$ cat src/rtl/step_controller_pkg.sv
// Shared types and default constants for the step_controller sequencer.
package step_controller_pkg;

    // Sequencer states
    typedef enum logic [2:0] {
        IDLE = 3'd0,
        S1   = 3'd1,
        S2   = 3'd2,
        S3   = 3'd3,
        DONE = 3'd4
    } state_t;

    // Operation applied by step_alu to the intermediate value
    typedef enum logic [1:0] {
        OP_ADD1 = 2'd0,
        OP_SHL  = 2'd1,
        OP_ADD3 = 2'd2,
        OP_PASS = 2'd3
    } step_op_t;

    localparam logic [7:0] ADD1_DEFAULT = 8'd5;
    localparam logic [7:0] ADD3_DEFAULT = 8'd13;

endpackage

$ cat src/rtl/step_alu.sv
// Combinational step datapath: add ADD1, double, or add ADD3.
// Optional feature macro: STEP_CONTROLLER_SAT_EN clamps each step at 255
// instead of wrapping modulo 256.
module step_alu
    import step_controller_pkg::*;
#(
    parameter logic [7:0] ADD1 = ADD1_DEFAULT,
    parameter logic [7:0] ADD3 = ADD3_DEFAULT
) (
    input  logic [7:0] operand,
    input  step_op_t   op,
    output logic [7:0] result
);

    logic [8:0] sum;

    // 9-bit step result; bit 8 is the carry out of the step
    always_comb begin
        sum = {1'b0, operand};
        case (op)
            OP_ADD1: sum = {1'b0, operand} + {1'b0, ADD1};
            OP_SHL:  sum = {operand, 1'b0};
            OP_ADD3: sum = {1'b0, operand} + {1'b0, ADD3};
            default: sum = {1'b0, operand};
        endcase
`ifdef STEP_CONTROLLER_SAT_EN
        result = sum[8] ? 8'hFF : sum[7:0];
`else
        result = sum[7:0];
`endif
    end

endmodule

$ cat src/rtl/step_controller.sv
// Three-step arithmetic sequencer: result = ((x + ADD1) * 2 + ADD3).
// Wrap vs. saturate is selected by STEP_CONTROLLER_SAT_EN (see step_alu).
//
// state | meaning
// IDLE  | waiting for start; captures data_in on accept
// S1    | intermediate += ADD1
// S2    | intermediate <<= 1
// S3    | intermediate += ADD3, publish data_out, raise done
// DONE  | done low again, return to IDLE
module step_controller
    import step_controller_pkg::*;
#(
    parameter logic [7:0] ADD1 = ADD1_DEFAULT,
    parameter logic [7:0] ADD3 = ADD3_DEFAULT
) (
    input  logic       clk,
    input  logic       rst,
    input  logic [7:0] data_in,
    input  logic       start,
    output logic [7:0] data_out,
    output logic       done
);

    state_t     state, state_next;
    logic [7:0] intermediate_reg, intermediate_next;
    logic [7:0] data_out_next;
    logic       done_next;
    step_op_t   op;
    logic [7:0] alu_result;

    step_alu #(
        .ADD1 (ADD1),
        .ADD3 (ADD3)
    ) u_alu (
        .operand (intermediate_reg),
        .op      (op),
        .result  (alu_result)
    );

    // State and datapath registers; reset aborts any operation in flight
    always_ff @(posedge clk or posedge rst) begin
        if (rst) begin
            state            <= IDLE;
            intermediate_reg <= 8'd0;
            data_out         <= 8'd0;
            done             <= 1'b0;
        end else begin
            state            <= state_next;
            intermediate_reg <= intermediate_next;
            data_out         <= data_out_next;
            done             <= done_next;
        end
    end

    // Next-state, step select and register updates
    always_comb begin
        state_next        = state;
        intermediate_next = intermediate_reg;
        data_out_next     = data_out;
        done_next         = 1'b0;
        op                = OP_PASS;
        case (state)
            IDLE: begin
                if (start) begin
                    intermediate_next = data_in;
                    state_next        = S1;
                end
            end
            S1: begin
                op                = OP_ADD1;
                intermediate_next = alu_result;
                state_next        = S2;
            end
            S2: begin
                op                = OP_SHL;
                intermediate_next = alu_result;
                state_next        = S3;
            end
            S3: begin
                op                = OP_ADD3;
                intermediate_next = alu_result;
                data_out_next     = alu_result;
                done_next         = 1'b1;
                state_next        = DONE;
            end
            DONE: begin
                state_next = IDLE;
            end
            default: begin
                state_next = IDLE;
            end
        endcase
    end

endmodule

$ cat config.mk
export PLATFORM = sky130hd
export DESIGN_NAME = step_controller
export DESIGN_NICKNAME = d
export VERILOG_FILES = /design/src/rtl/step_controller_pkg.sv /design/src/rtl/step_alu.sv /design/src/rtl/step_controller.sv
export SDC_FILE = /design/constraint.sdc
export NUM_CORES = 1
export LEC_CHECK = 0
export CORE_ASPECT_RATIO = 0.6
export CORE_MARGIN = 8
export CORE_UTILIZATION = 40
export CTS_BUF_LIST = sky130_fd_sc_hd__clkbuf_4 sky130_fd_sc_hd__clkbuf_8
export DETAILED_ROUTE_END_ITERATION = 16
export PLACE_DENSITY_LB_ADDON = 0.3
export SYNTH_ARGS = -nofsm -noshare
export SYNTH_HDL_FRONTEND = slang
export SYNTH_SLANG_ARGS = --single-unit
$ cat constraint.sdc
create_clock -name clk -period 2.7 [get_ports clk]
set_input_delay 0.405 -clock clk [delete_from_list [all_inputs] [get_ports clk]]
set_output_delay 0.405 -clock clk [all_outputs]
set_load 0.02 [all_outputs]
==> run_summary.xml, run 1 <==
<?xml version="1.0" encoding="UTF-8"?>
<metrics>
  <group name="logic_synthesis">
    <metric name="synth-seq-cells" unit="">20</metric>
    <metric name="synth_area_per_cell" unit="µm²">9.064</metric>
    <metric name="postSynthCellCount" unit="">127</metric>
    <metric name="syn_area" unit="µm²">1151</metric>
    <metric name="syn_nets" unit="">140</metric>
    <metric name="synthesis.yosys.warnings" unit="">0</metric>
    <metric name="post_synth_num_cell_types" unit="">37</metric>
    <metric name="synth.yosys.seq_area_share" unit="">0.4348</metric>
  </group>
  <group name="cts">
    <metric name="worst_skew_pair.late_latency" unit="ns">0.26</metric>
    <metric name="cts_buffer_count" unit="">3</metric>
    <metric name="h-tree-depth" unit="">1</metric>
    <metric name="max_buffers_root_to_sink" unit="">2</metric>
    <metric name="clkSlewWorstSetupHoldPaths" unit="ns">0.08</metric>
    <metric name="cts_hold_repair.buffers" unit="">0</metric>
    <metric name="cts.sinks" unit="">20</metric>
    <metric name="post_cts_resized" unit="">0</metric>
    <metric name="cts_tree" unit="">built</metric>
    <metric name="cts_setup_buffers" unit="">0</metric>
    <metric name="cts-root-buf" unit="">sky130_fd_sc_hd__clkbuf_8</metric>
  </group>
  <group name="timing">
    <metric name="finalClockSkew" unit="ns">0.006756</metric>
    <metric name="post-route-period-util" unit="">0.9093</metric>
    <metric name="worst_slew_pin_slew" unit="ns">0.7545</metric>
    <metric name="finalCriticalPeriod" unit="ns">2.455</metric>
    <metric name="maxClockFrequency" unit="GHz">0.4073</metric>
    <metric name="timing.hold.ws" unit="ns">0.4858</metric>
    <metric name="grt_setup_unrepaired" unit="">no</metric>
    <metric name="max_slew_margin" unit="">0.4965</metric>
    <metric name="setup-violations-final" unit="">0</metric>
    <metric name="timing.setup.tns" unit="ns">0</metric>
    <metric name="hold_violations" unit="">0</metric>
    <metric name="timing.final.max_slew_violations" unit="">0</metric>
  </group>
  <group name="grt">
    <metric name="gr_util_all_layers" unit="">0.1188</metric>
    <metric name="antenna_found_initial" unit="">0</metric>
    <metric name="grt_start_max_net_pins" unit="">21</metric>
    <metric name="overflow" unit="">0</metric>
    <metric name="wire_length_of_the_first_global_routing_pass" unit="µm">4643</metric>
    <metric name="vias_in_the_first_global_route" unit="">981</metric>
  </group>
  <group name="floorplan">
    <metric name="fp.coreArea" unit="µm²">2796</metric>
    <metric name="initial_core_util" unit="">0.4116</metric>
    <metric name="placementRows" unit="">15</metric>
    <metric name="die_width" unit="µm">85.26</metric>
    <metric name="chipHeight" unit="µm">57.56</metric>
    <metric name="die_area" unit="µm²">4907</metric>
    <metric name="ios" unit="">20</metric>
  </group>
  <group name="cells_and_area">
    <metric name="fillers" unit="">247</metric>
    <metric name="finish.net_count" unit="">159</metric>
    <metric name="ant_diodes" unit="">0</metric>
    <metric name="area.growth.synth_to_final" unit="%">24.02</metric>
    <metric name="post_route_cells_drive_above_1_share" unit="">0.1034</metric>
  </group>
  <group name="drt">
    <metric name="routed_wire_length_per_instance" unit="µm">15.21</metric>
    <metric name="drt-vias-per-instance" unit="">5.598</metric>
    <metric name="antenna_left" unit="">0</metric>
    <metric name="routed_wirelength" unit="µm">2723</metric>
    <metric name="drt_first_iter_violations" unit="">121</metric>
    <metric name="drcViolationCount" unit="">0</metric>
    <metric name="routed-via-count" unit="">1002</metric>
    <metric name="drt_pre_antenna_iters" unit="">4</metric>
  </group>
  <group name="power_and_ir_drop">
    <metric name="powerDensity" unit="nW/µm²">1500</metric>
    <metric name="p_leak" unit="µW">0.0006068</metric>
    <metric name="max_rail_drop_vdd" unit="mV">0.6775</metric>
  </group>
  <group name="worst_setup_path">
    <metric name="timing.critical_path.to_type" unit="">flip-flop</metric>
    <metric name="path_max_fanout" unit="">16</metric>
    <metric name="max_stage_delay" unit="ns">0.56</metric>
    <metric name="arrival" unit="ns">2.59</metric>
    <metric name="worst_path_class_setup" unit="">flip-flop to flip-flop</metric>
    <metric name="cp.required" unit="ns">2.84</metric>
    <metric name="crit_slowest_cell" unit="">sky130_fd_sc_hd__dfrtp_1</metric>
    <metric name="worst_setup_path_start_kind" unit="">flip-flop</metric>
    <metric name="worstPathCellList" unit="">nor2b_2 -&gt; nand2_1 -&gt; inv_1 -&gt; ha_1 -&gt; o21a_1 -&gt; o21ai_1 -&gt; mux2_2 -&gt; a22oi_1 -&gt; o22ai_1</metric>
    <metric name="r2r.worst_path.cells" unit="">9</metric>
    <metric name="critical_path_depth" unit="">9</metric>
    <metric name="crit_buf_inv" unit="">1</metric>
    <metric name="path_delay_family" unit="">compound AO/OA/AOI/OAI gates</metric>
  </group>
  <group name="hold_path">
    <metric name="path_class_of_the_lowest_slack_min_delay_path" unit="">flip-flop to flip-flop</metric>
    <metric name="hold-path-cell-count" unit="">2</metric>
  </group>
  <group name="placement">
    <metric name="finalWeightedCongestion" unit="">0.8931</metric>
    <metric name="hpwl" unit="µm">2074</metric>
    <metric name="place.port_buffers" unit="">19</metric>
  </group>
  <group name="flow_run">
    <metric name="timing.max_cap.violations" unit="">0</metric>
  </group>
  <group name="status">
    <metric name="run_status" unit="">completed</metric>
  </group>
</metrics>
[kinds of logic (layout without fill, tap and decap cells)]
logic type                 count (synthesis)  after routing  synth area share
AOI/OAI and AO/OA                         44             44            0.2544
buffers and inverters                     15             33           0.06304
muxes                                      5              5           0.04891
DFF                                       20             20            0.4348
xor gates and xnor gates                   4              4           0.03044
and+or+nand+nor                           37             37            0.1467
adders and majority gates                  2              2           0.02174
[cells in the mapped netlist (all sizes together)]
| library cell | n | share of area |
|---|---|---|
| nor3b | 2 | 0.013 |
| o22ai | 2 | 0.011 |
| nor2b | 2 | 0.013 |
| buf | 6 | 0.034 |
| a21oi | 8 | 0.035 |
| nor2 | 14 | 0.048 |
| a311oi | 1 | 0.0076 |
| a31oi | 3 | 0.016 |
| ha | 2 | 0.022 |
| nand3b | 1 | 0.0065 |
| a2bb2oi | 3 | 0.023 |
| o221ai | 1 | 0.0076 |
| clkbuf | 1 | 0.0033 |
| nor3 | 3 | 0.017 |
| o32ai | 2 | 0.015 |
| a211o | 1 | 0.0076 |
| a22oi | 3 | 0.020 |
| inv | 8 | 0.026 |
| o21ai | 14 | 0.061 |
| o41ai | 1 | 0.014 |
| o21bai | 1 | 0.0065 |
| o21a | 1 | 0.0065 |
| nand2 | 15 | 0.049 |
| xor2 | 2 | 0.015 |
| o211ai | 3 | 0.024 |
| mux2 | 5 | 0.049 |
| dfrtp | 20 | 0.43 |
| xnor2 | 2 | 0.015 |
[layout make-up]
class	instances	area [µm²]	share of cell area
inverter	8	30.03	0.02103
clock buffer	3	41.29	0.02892
multi-input combinational	92	578.1	0.4049
tap	34	42.54	0.02980
clock inverter	1	30.03	0.02103
timing repair buffer	21	205.2	0.1437
sequential	20	500.5	0.3506
[power breakdown]
group,leakage (µW),switching [µW],internal (µW)
combinational,0.000331,640,541
clock,0.0000357,107,198
sequential,0.000240,200,455
[cells in the final DEF (no fill, tap or decap), types with 3 or more instances in the layout]
cell | Yosys | final
sky130_fd_sc_hd__a21oi_1 | 8 | 8
sky130_fd_sc_hd__a22oi_1 | 3 | 3
sky130_fd_sc_hd__o21ai_0 | 9 | 9
sky130_fd_sc_hd__clkbuf_8 | 0 | 3
sky130_fd_sc_hd__inv_1 | 7 | 7
sky130_fd_sc_hd__nand2_1 | 15 | 15
sky130_fd_sc_hd__clkdlybuf4s50_1 | 0 | 19
sky130_fd_sc_hd__a31oi_1 | 3 | 3
sky130_fd_sc_hd__nor2_1 | 13 | 13
sky130_fd_sc_hd__dfrtp_1 | 20 | 20
sky130_fd_sc_hd__a2bb2oi_1 | 3 | 3
sky130_fd_sc_hd__mux2_2 | 3 | 3
sky130_fd_sc_hd__o21ai_1 | 5 | 5
[worst reg2reg max path, cell delays in order, from the launching register on]
cell and delay (ns):
sky130_fd_sc_hd__dfrtp_1 0.56, sky130_fd_sc_hd__nor2b_2 0.29, sky130_fd_sc_hd__nand2_1 0.11, sky130_fd_sc_hd__inv_1 0.08, sky130_fd_sc_hd__ha_1 0.27, sky130_fd_sc_hd__o21a_1 0.16
sky130_fd_sc_hd__o21ai_1 0.25, sky130_fd_sc_hd__mux2_2 0.37, sky130_fd_sc_hd__a22oi_1 0.14, sky130_fd_sc_hd__o22ai_1 0.09
[path summary, 6_finish.rpt]
| kind | slack, ns | to | from |
|---|---|---|---|
| worst max register to register | 0.24 | intermediate_reg[6] | state[2] |
| worst min-delay path | 0.49 | data_out[5] | data_out[5] |
| max in group asynchronous | 1.66 | intermediate_reg[5] | rst |
| min in group asynchronous | 0.57 | done | rst |
| worst max-delay path | 0.24 | intermediate_reg[6] | state[2] |
| worst min register to register | 0.49 | data_out[5] | data_out[5] |
[stage by stage]
| stage | std cells | power [µW] | instance area (µm²) | worst slack [ns] | utilization |
|---|---|---|---|---|---|
| finish | 179 | 2141 | 1428 | 0.2448 | 0.5105 |
| global route | 179 | 2320 | 1428 | 0.1031 | 0.5105 |
| CTS | 179 | 2146 | 1428 | 0.2706 | 0.5105 |
| detailed placement | 175 | 1837 | 1356 | 0.2986 | 0.4850 |
| global placement | 175 | 1807 | 1356 | 0.3961 | 0.4850 |
| floorplan | 127 | 1496 | 1151 | 0.3240 | - |
[layer usage]
layer	GRT usage	wire length, µm
met5	0	0
met4	0.03713	13
met3	0.04721	239
met2	0.1637	1063
met1	0.1630	1407
Power figures use the tool's default switching activity.
==> run 2: changes to the inputs <==
--- a/config.mk
+++ b/config.mk
@@ -10,6 +10,7 @@
 export CORE_UTILIZATION = 40
 export CTS_BUF_LIST = sky130_fd_sc_hd__clkbuf_4 sky130_fd_sc_hd__clkbuf_8
 export DETAILED_ROUTE_END_ITERATION = 16
+export DONT_BUFFER_PORTS = 1
 export PLACE_DENSITY_LB_ADDON = 0.3
 export SYNTH_ARGS = -nofsm -noshare
 export SYNTH_HDL_FRONTEND = slang
==> run 2 against run 1 <==
Compared with the run above: core utilization decreased by 7.6 points; sequential power increased by 11%; via count decreased by 11%; largest power group unchanged; critical path type unchanged; power decreased by 11%.
==> run_summary.xml, run 2 (same netlist as run 1, synthesis figures left out) <==
<?xml version="1.0" encoding="UTF-8"?>
<metrics>
  <group name="cells_and_area">
    <metric name="ant_diodes" unit="">0</metric>
    <metric name="area.growth.synth_to_final" unit="%">5.544</metric>
    <metric name="final_core_util" unit="">0.4345</metric>
    <metric name="layout_common_cells" unit="">20 x sky130_fd_sc_hd__dfrtp_1, 15 x sky130_fd_sc_hd__nand2_1, 13 x sky130_fd_sc_hd__nor2_1, 9 x sky130_fd_sc_hd__o21ai_0, 8 x sky130_fd_sc_hd__a21oi_1</metric>
    <metric name="mostFrequentLayoutCell" unit="">sky130_fd_sc_hd__dfrtp_1</metric>
    <metric name="finish.net_count" unit="">141</metric>
    <metric name="design_area_final" unit="µm²">1215</metric>
    <metric name="post_route_cells_drive_above_1_share" unit="">0.1190</metric>
  </group>
  <group name="cts">
    <metric name="cts_setup_buffers" unit="">0</metric>
    <metric name="cts-root-buf" unit="">sky130_fd_sc_hd__clkbuf_8</metric>
    <metric name="cts_tree" unit="">built</metric>
    <metric name="h-tree-depth" unit="">1</metric>
    <metric name="max_buffers_root_to_sink" unit="">2</metric>
    <metric name="cts_buffer_count" unit="">3</metric>
    <metric name="clkSlewWorstSetupHoldPaths" unit="ns">0.07</metric>
    <metric name="cts.sinks" unit="">20</metric>
    <metric name="cts_hold_repair.buffers" unit="">0</metric>
    <metric name="worst_skew_pair.late_latency" unit="ns">0.26</metric>
    <metric name="post_cts_resized" unit="">0</metric>
  </group>
  <group name="worst_setup_path">
    <metric name="max_stage_delay" unit="ns">0.40</metric>
    <metric name="timing.critical_path.to_type" unit="">flip-flop</metric>
    <metric name="reg2reg_setup_slack" unit="ns">0.49</metric>
    <metric name="r2r.worst_path.cells" unit="">9</metric>
    <metric name="path_max_fanout" unit="">5</metric>
    <metric name="worstPathCellList" unit="">nor2b_2 -&gt; nand2_1 -&gt; inv_1 -&gt; ha_1 -&gt; o21a_1 -&gt; o21ai_1 -&gt; mux2_2 -&gt; a22oi_1 -&gt; o22ai_1</metric>
    <metric name="arrival" unit="ns">2.35</metric>
    <metric name="worst_setup_path_start_kind" unit="">flip-flop</metric>
    <metric name="cp.required" unit="ns">2.84</metric>
    <metric name="critical_path.reg2reg.startpoint" unit="">state[2]</metric>
    <metric name="r2r-end" unit="">intermediate_reg[6]</metric>
    <metric name="worst_path_class_setup" unit="">flip-flop to flip-flop</metric>
    <metric name="crit_slowest_cell" unit="">sky130_fd_sc_hd__dfrtp_1</metric>
  </group>
  <group name="status">
    <metric name="run_status" unit="">completed</metric>
  </group>
  <group name="floorplan">
    <metric name="fp.coreArea" unit="µm²">2796</metric>
    <metric name="ios" unit="">20</metric>
    <metric name="placementRows" unit="">15</metric>
    <metric name="chipHeight" unit="µm">57.56</metric>
    <metric name="die_area" unit="µm²">4907</metric>
    <metric name="initial_core_util" unit="">0.4116</metric>
    <metric name="die_width" unit="µm">85.26</metric>
  </group>
  <group name="power_and_ir_drop">
    <metric name="total_power" unit="µW">1913</metric>
    <metric name="clkPwrFrac" unit="">0.102</metric>
    <metric name="p_seq_frac" unit="">0.381</metric>
    <metric name="max_rail_drop_vdd" unit="mV">0.6109</metric>
    <metric name="p_int" unit="µW">989.0</metric>
    <metric name="sw_frac_of_total" unit="">0.4830</metric>
    <metric name="p_leak" unit="µW">0.0005250</metric>
    <metric name="power.switching" unit="µW">923.9</metric>
    <metric name="powerDensity" unit="nW/µm²">1574</metric>
    <metric name="pwr-share-comb" unit="">0.517</metric>
  </group>
  <group name="drt">
    <metric name="drt_pre_antenna_iters" unit="">4</metric>
    <metric name="drcViolationCount" unit="">0</metric>
    <metric name="routed-via-count" unit="">896</metric>
    <metric name="routed_wirelength" unit="µm">2753</metric>
    <metric name="antenna_left" unit="">0</metric>
    <metric name="drt_first_iter_violations" unit="">43</metric>
    <metric name="routed_wire_length_per_instance" unit="µm">17.21</metric>
    <metric name="drt-vias-per-instance" unit="">5.600</metric>
  </group>
  <group name="grt">
    <metric name="gr_util_all_layers" unit="">0.1250</metric>
    <metric name="antenna_found_initial" unit="">0</metric>
    <metric name="globalRouteMet1Util" unit="">0.1774</metric>
    <metric name="grt_use_met3" unit="">0.06152</metric>
    <metric name="grt_start_max_net_pins" unit="">21</metric>
    <metric name="overflow" unit="">0</metric>
    <metric name="globalRouteMet2Util" unit="">0.1626</metric>
    <metric name="wire_length_of_the_first_global_routing_pass" unit="µm">4857</metric>
    <metric name="grt-busiest-layer" unit="">met1</metric>
    <metric name="vias_in_the_first_global_route" unit="">935</metric>
  </group>
  <group name="timing">
    <metric name="worst_slew_pin_slew" unit="ns">0.7529</metric>
    <metric name="finalClockSkew" unit="ns">0.008069</metric>
    <metric name="timing.final.max_slew_violations" unit="">0</metric>
    <metric name="post-route-worst-setup-slack" unit="ns">0.4921</metric>
    <metric name="setup-violations-final" unit="">0</metric>
    <metric name="grt_setup_unrepaired" unit="">no</metric>
    <metric name="finalCriticalPeriod" unit="ns">2.208</metric>
    <metric name="max_slew_margin" unit="">0.4975</metric>
    <metric name="post-route-period-util" unit="">0.8177</metric>
    <metric name="hold_violations" unit="">0</metric>
    <metric name="maxClockFrequency" unit="GHz">0.4529</metric>
    <metric name="timing.setup.tns" unit="ns">0</metric>
  </group>
  <group name="placement">
    <metric name="dpl-instance-area" unit="µm²">1174</metric>
    <metric name="hpwl" unit="µm">2089</metric>
    <metric name="finalWeightedCongestion" unit="">0.8184</metric>
    <metric name="detailedPlace.worstSlack" unit="ns">0.5390</metric>
    <metric name="place.port_buffers" unit="">0</metric>
  </group>
  <group name="flow_run">
    <metric name="timing.max_cap.violations" unit="">0</metric>
  </group>
  <group name="hold_path">
    <metric name="path_class_of_the_lowest_slack_min_delay_path" unit="">primary input to asynchronous set/reset pin</metric>
  </group>
</metrics>
[run 2: power groups by stage]
stage	sequential, µW	clock, µW	combinational [µW]
after global placement	727	0	964
after CTS	727	200	990
after floorplan	637	0	860
after detailed placement	732	0	989
final	729	194	990
after global routing	759	212	1140
[run 2: critical path: cells and delay by family (launching register included)]
family                     cells  cell delay [ns]
AOI/OAI and AO/OA              4             0.66
DFF                            1             0.40
muxes                          1             0.37
and+or+nand+nor                2             0.32
adders and majority gates      1             0.26
buffers and inverters          1             0.08
[run 2: final cells by class]
| class | count | area [µm²] |
|---|---|---|
| timing repair buffer | 3 | 22.52 |
| inverter | 8 | 30.03 |
| tap | 34 | 42.54 |
| fill | 291 | 1582 |
| clock buffer | 3 | 41.29 |
| sequential | 20 | 500.5 |
| multi-input combinational | 92 | 578.1 |
[run 2: through the flow]
step | instances | hold slack (ns)
global route | 160 | 0.2355
finish | 160 | 0.1610
detailed placement | 157 | 0.4831
floorplan | 127 | 0.3688
global placement | 157 | 0.4738
CTS | 160 | 0.2015
[run 2: worst max-delay path by stage]
stage,startpoint,endpoint,slack (ns),cells past startpoint
after floorplan,state[0],intermediate_reg[6],0.32,11
after global placement,state[2],intermediate_reg[6],0.60,9
after detailed placement,state[2],intermediate_reg[6],0.54,9
after CTS,state[2],intermediate_reg[6],0.52,9
after global routing,state[2],intermediate_reg[6],0.33,9
final,state[2],intermediate_reg[6],0.49,9
[run 2: per-layer routing]
metal	vias to the layer above	part of all wire
met5	-	0
met4	0	0.0033
met3	2	0.082
met2	22	0.38
met1	419	0.53
li1	453	-
